[src/rtl/fast_pkg.sv]
// Shared types and constants for the circle fetch: FSM states, read counts and
// the radius-3 Bresenham ring offsets, clockwise from the top.
package fast_pkg;

    typedef enum logic [1:0] {IDLE, ISSUE, DRAIN, DONE} fetch_state_e;

    localparam int RING_N  = 16;
    localparam int READS_N = 17;

    localparam logic signed [2:0] RING_DX [RING_N] = '{
        3'sd0,  3'sd1,  3'sd2,  3'sd3,  3'sd3,  3'sd3,  3'sd2,  3'sd1,
        3'sd0, -3'sd1, -3'sd2, -3'sd3, -3'sd3, -3'sd3, -3'sd2, -3'sd1
    };

    localparam logic signed [2:0] RING_DY [RING_N] = '{
       -3'sd3, -3'sd3, -3'sd2, -3'sd1,  3'sd0,  3'sd1,  3'sd2,  3'sd3,
        3'sd3,  3'sd3,  3'sd2,  3'sd1,  3'sd0, -3'sd1, -3'sd2, -3'sd3
    };

endpackage

[src/rtl/fast_px_compare.sv]
// One ring pixel against centre +/- threshold; two extra bits keep the sums
// from wrapping at either end of the pixel range.
module fast_px_compare #(
    parameter int PIXEL_DEPTH = 8
) (
    input  logic [PIXEL_DEPTH-1:0] ring,
    input  logic [PIXEL_DEPTH-1:0] center,
    input  logic [PIXEL_DEPTH-1:0] thresh,
    output logic                   bright,
    output logic                   dark
);

    logic signed [PIXEL_DEPTH+1:0] ring_s, center_s, thresh_s;

    assign ring_s   = $signed({2'b00, ring});
    assign center_s = $signed({2'b00, center});
    assign thresh_s = $signed({2'b00, thresh});

    assign bright = ring_s > (center_s + thresh_s);
    assign dark   = ring_s < (center_s - thresh_s);

endmodule

[src/rtl/image_circle_fetch.sv]
// Fetches the centre pixel and 16 radius-3 ring pixels from an image RAM.
// Optional build macro FAST_COMPARE_EN adds registered bright/dark masks.
module image_circle_fetch
    import fast_pkg::*;
#(
    parameter int PIXEL_DEPTH = 8,
    parameter int X_MAX       = 7,
    parameter int Y_MAX       = 7,
    localparam int XW         = $clog2(X_MAX) + 1,
    localparam int YW         = $clog2(Y_MAX) + 1
) (
    input  logic                          ramclk,
    input  logic                          n_rst,
    input  logic                          start,
    input  logic signed [XW-1:0]          cx,
    input  logic signed [YW-1:0]          cy,
    output logic signed [XW-1:0]          x_addr,
    output logic signed [YW-1:0]          y_addr,
    output logic                          ren,
    input  logic [PIXEL_DEPTH-1:0]        rdat,
    output logic                          busy,
    output logic                          done,
    output logic [PIXEL_DEPTH-1:0]        center_px,
    output logic [RING_N*PIXEL_DEPTH-1:0] ring_px
`ifdef FAST_COMPARE_EN
    ,
    input  logic [PIXEL_DEPTH-1:0]        thresh,
    output logic [RING_N-1:0]             bright_mask,
    output logic [RING_N-1:0]             dark_mask
`endif
);

    fetch_state_e state_q, state_d;
    logic [4:0]                    k_q;
    logic [3:0]                    ring_idx;
    logic signed [XW-1:0]          cx_q;
    logic signed [YW-1:0]          cy_q;
    logic signed [2:0]             dx, dy;
    logic                          pend_valid_q;
    logic [4:0]                    pend_idx_q;
    logic [PIXEL_DEPTH-1:0]        center_q, center_d;
    logic [RING_N*PIXEL_DEPTH-1:0] ring_q, ring_d;

    always_comb begin
        state_d = state_q;
        unique case (state_q)
            IDLE:    if (start) state_d = ISSUE;
            ISSUE:   if (k_q == 5'(READS_N - 1)) state_d = DRAIN;
            DRAIN:   state_d = DONE;
            DONE:    state_d = IDLE;
            default: state_d = IDLE;
        endcase
    end

    // Read 0 is the centre; read k>0 uses ring offset k-1.
    assign ring_idx = 4'(k_q - 5'd1);

    always_comb begin
        dx = '0;
        dy = '0;
        if (k_q != '0) begin
            dx = RING_DX[ring_idx];
            dy = RING_DY[ring_idx];
        end
    end

    always_comb begin
        ren    = 1'b0;
        x_addr = '0;
        y_addr = '0;
        if (state_q == ISSUE) begin
            ren    = 1'b1;
            x_addr = cx_q + XW'(dx);
            y_addr = cy_q + YW'(dy);
        end
    end

    assign busy = (state_q != IDLE);
    assign done = (state_q == DONE);

    // Data for a read lands one cycle after ren, so capture from a one-deep pending slot.
    always_comb begin
        center_d = center_q;
        ring_d   = ring_q;
        if (pend_valid_q) begin
            if (pend_idx_q == '0) center_d = rdat;
            for (int i = 0; i < RING_N; i++) begin
                if (pend_idx_q == 5'(i + 1)) ring_d[i*PIXEL_DEPTH +: PIXEL_DEPTH] = rdat;
            end
        end
    end

    always_ff @(posedge ramclk or negedge n_rst) begin
        if (!n_rst) begin
            state_q      <= IDLE;
            k_q          <= '0;
            cx_q         <= '0;
            cy_q         <= '0;
            pend_valid_q <= 1'b0;
            pend_idx_q   <= '0;
            center_q     <= '0;
            ring_q       <= '0;
        end else begin
            state_q      <= state_d;
            pend_valid_q <= ren;
            pend_idx_q   <= k_q;
            center_q     <= center_d;
            ring_q       <= ring_d;
            if (state_q == IDLE && start) begin
                k_q  <= '0;
                cx_q <= cx;
                cy_q <= cy;
            end else if (state_q == ISSUE) begin
                k_q <= k_q + 5'd1;
            end
        end
    end

    assign center_px = center_q;
    assign ring_px   = ring_q;

`ifdef FAST_COMPARE_EN
    logic [RING_N-1:0] bright_d, dark_d, bright_q, dark_q;

    // Compare against the next-state captures so masks land with done.
    for (genvar g = 0; g < RING_N; g++) begin : g_cmp
        fast_px_compare #(
            .PIXEL_DEPTH(PIXEL_DEPTH)
        ) u_cmp (
            .ring  (ring_d[g*PIXEL_DEPTH +: PIXEL_DEPTH]),
            .center(center_d),
            .thresh(thresh),
            .bright(bright_d[g]),
            .dark  (dark_d[g])
        );
    end

    always_ff @(posedge ramclk or negedge n_rst) begin
        if (!n_rst) begin
            bright_q <= '0;
            dark_q   <= '0;
        end else if (state_q == DRAIN) begin
            bright_q <= bright_d;
            dark_q   <= dark_d;
        end
    end

    assign bright_mask = bright_q;
    assign dark_mask   = dark_q;
`endif

endmodule

[config.mk]
export PLATFORM = sky130hd
export DESIGN_NAME = image_circle_fetch
export DESIGN_NICKNAME = d
export VERILOG_FILES = /design/src/rtl/fast_pkg.sv /design/src/rtl/fast_px_compare.sv /design/src/rtl/image_circle_fetch.sv
export SDC_FILE = /design/constraint.sdc
export NUM_CORES = 1
export LEC_CHECK = 0
export ABC_AREA = 1
export BUFFER_PORTS_ARGS = -buffer_cell sky130_fd_sc_hd__buf_4
export CAP_MARGIN = 40
export CORE_UTILIZATION = 47
export CTS_CLUSTER_DIAMETER = 150
export DETAILED_ROUTE_END_ITERATION = 10
export PLACE_DENSITY = 0.83
export SLEW_MARGIN = 20
export SYNTH_ARGS = -nofsm -noshare
export SYNTH_HDL_FRONTEND = slang
export SYNTH_SLANG_ARGS = --single-unit
[constraint.sdc]
create_clock -name ramclk -period 4.4 [get_ports ramclk]
set_input_delay 0.88 -clock ramclk [delete_from_list [all_inputs] [get_ports ramclk]]
set_output_delay 0.88 -clock ramclk [all_outputs]
set_load 0.1 [all_outputs]
==> flow_metrics.env <==
export IMPL_seq_area_frac_synth_pct=62.3
export IMPL_critical_path_class="reg2out"
export IMPL_critPathCaptureType="output pin"
export IMPL_cp_arrival_ns=3.20
export IMPL_port_buffers=165
export IMPL_grt_setup_unrepaired="no"
export IMPL_cts_sinks=157
export IMPL_cts_tree="built"
export IMPL_min_path_type="in2async"
export IMPL_clockBufferDepth=2
export IMPL_wirelength_um=15400
export IMPL_synth_top_cell_area_share_pct=62.3
export IMPL_drc=0
export IMPL_hold_violations=0
export IMPL_synth_top_area_cell="dfrtp_1"
export IMPL_overflow=0
export IMPL_start_util_pct=49.0
export IMPL_vias=5062
export IMPL_dp_hpwl_um=10200
export IMPL_drive_gt1_share_pct=25.2
export IMPL_setup_viol=0
export IMPL_io_pins=166
export IMPL_syn2layout_area_growth_pct=31.1
export IMPL_cp_max_fo=7
export IMPL_die_h_um=118
export IMPL_gp_congestion=0.855
export IMPL_layout_commonest_cell="nand2_1"
export IMPL_antenna_found_initial=0
export IMPL_hold_buffers=0
export IMPL_postRouteAntennaNets=0
export IMPL_timing_fmax_ghz=0.245
export IMPL_clk_latency_ns=0.42
export IMPL_yosys_warnings=0
export IMPL_syn_nets=684
export IMPL_track_usage_pct=23.4
export IMPL_grt_pass1_vias=4656
export IMPL_cts_root_buf="clkbuf_16"
export IMPL_r2r_start="state_q[1]"
export IMPL_wl_per_cell_um=15.6
export IMPL_required_ns=3.52
export IMPL_maxSlewViolCount=0
export IMPL_drt_iter0_markers=327
export IMPL_synth_ff_type="dfrtp_1"
export IMPL_htreeDepth=4
export IMPL_synth_seq_cells=157
export IMPL_syn_inst=647
export IMPL_dieArea_um2=13900
export IMPL_status="completed"
export IMPL_syn_area_per_cell_um2=9.75
export IMPL_reg2reg_slack_ns=2.63
export IMPL_synthesis_area_um2=6310
export IMPL_core_um2=12900
export IMPL_multi_input_area_um2=2070
export IMPL_regArea_um2=3930
export IMPL_timing_final_crit_share_pct=92.7
export IMPL_n_fill_cell=1068
export IMPL_chipWidth_um=118
export IMPL_finalClockSkew_ns=0.0120
export IMPL_start_kind="register"
export IMPL_tns_ns=0
export IMPL_cts_inserted_buffers=17
export IMPL_synth_edf_count=0
export IMPL_cap_violations=0
export IMPL_nets=842
export IMPL_clk_pin_slew_ns=0.06
export IMPL_grt_max_degree=93
export IMPL_worst_pin_slew_ns=0.734
export IMPL_post_drt_via_cell_ratio=5.11
export IMPL_ys_async_sr_fraction_pct=100
export IMPL_max_slew_margin_rel_pct=51.0
export IMPL_layout_common_cells="201 x nand2_1, 163 x buf_4, 157 x dfrtp_1"
export IMPL_ys_top_cells_by_area="dfrtp_1 62%, nand2_1 12%, o21ai_0 10%"
export IMPL_crit_start="k_q[1]"
export IMPL_firstDrtPassIters=5
export IMPL_finalCriticalPeriod_ns=4.08
export IMPL_grt_pass1_wl_um=25100
export IMPL_rows=41
export IMPL_n_antenna_cell=0
export IMPL_ys_types=23
[state kept, by name, indices dropped and copies added, names as in the netlist]
register	cells
k_q	5
pend_valid_q	1
pend_idx_q	5
cx_q	4
ring_px	128
state_q	2
cy_q	4
center_px	8
[per-stage QoR]
step | hold slack [ns] | cell area (µm²) | utilization (%) | setup WS, ns | cells
6_report | 0.355 | 8270 | 64.2 | 0.323 | 990
5_1_grt | 0.350 | 8270 | 64.2 | 0.0569 | 990
4_1_cts | 0.428 | 8240 | 64.0 | 0.218 | 989
3_5_place_dp | 0.413 | 7620 | 59.1 | 0.679 | 957
3_3_place_gp | 0.408 | 7620 | 59.1 | 0.826 | 957
2_1_floorplan | 0.389 | 6310 | - | 0.124 | 647
[metal layers]
metal / global-route usage [%] / routed length (µm) / part of all wire [%]
met5: 0 / 0 / 0
met4: 7.45 / 192 / 1.2
met3: 5.28 / 832 / 5.4
met2: 37.6 / 7730 / 50
met1: 31.4 / 6670 / 43
[cell usage after synthesis, drive strengths merged (3+ instances only)]
cell type	count
nand2	205
nor2	16
nor3	5
o21ai	146
inv	36
clkbuf	12
a31oi	3
nand3	15
ha	16
a21oi	10
dfrtp	157
buf	16
[layout make-up]
cell class | instances | area share, %
Clock inverter | 9 | 1.59
Sequential cell | 157 | 47.5
Timing Repair Buffer | 167 | 15.7
Tap cell | 172 | 2.60
Multi-Input combinational cell | 426 | 25.1
Clock buffer | 23 | 5.90
Inverter | 36 | 1.63
[path summary, 6_finish.rpt]
| path | cells past startpoint | endpoint |
|---|---|---|
| setup / recovery | 18 | y_addr[3] |
| hold / removal | 1 | ring_px[81] |
| setup reg to reg | 6 | state_q[1] |
| hold reg to reg | 0 | pend_idx_q[4] |
| max in group asynchronous | 2 | k_q[3] |
| min in group ramclk | 0 | pend_idx_q[4] |
[timing repair]
action / 4_1_cts / 5_1_grt
setup buffers: 0 / 0
endpoints found under the setup margin: 0 / 1
gates resized for setup: 0 / 2
endpoints found under the hold margin: 0 / 0
[kinds of logic (layout without fill, tap and decap cells)]
family | count (synthesis) | after routing | share of synthesized area, %
and+or+nand+nor | 245 | 245 | 15.9
AOI/OAI and AO/OA | 160 | 160 | 12.8
DFF | 157 | 157 | 62.3
buffers and inverters | 64 | 235 | 4.82
adders and majority gates | 18 | 18 | 3.81
xor gates and xnor gates | 3 | 3 | 0.417
[critical path: stages, from the launching register on]
cell     delay (ns)
dfrtp_1        0.44
inv_1          0.17
ha_1           0.23
inv_1          0.07
nand2_1        0.06
nand2_1        0.11
inv_1          0.18
o21ai_0        0.12
nand2_1        0.07
nand2_1        0.05
a21oi_1        0.22
ha_1           0.28
nand3_1        0.08
nand2_1        0.07
xnor2_1        0.14
nand2_1        0.08
nand2_1        0.05
nor2_1         0.13
buf_6          0.24
Power is left out: the tool's default activity adds up to more than one toggle a clock period on the data nets, which glitch-free logic cannot reach.
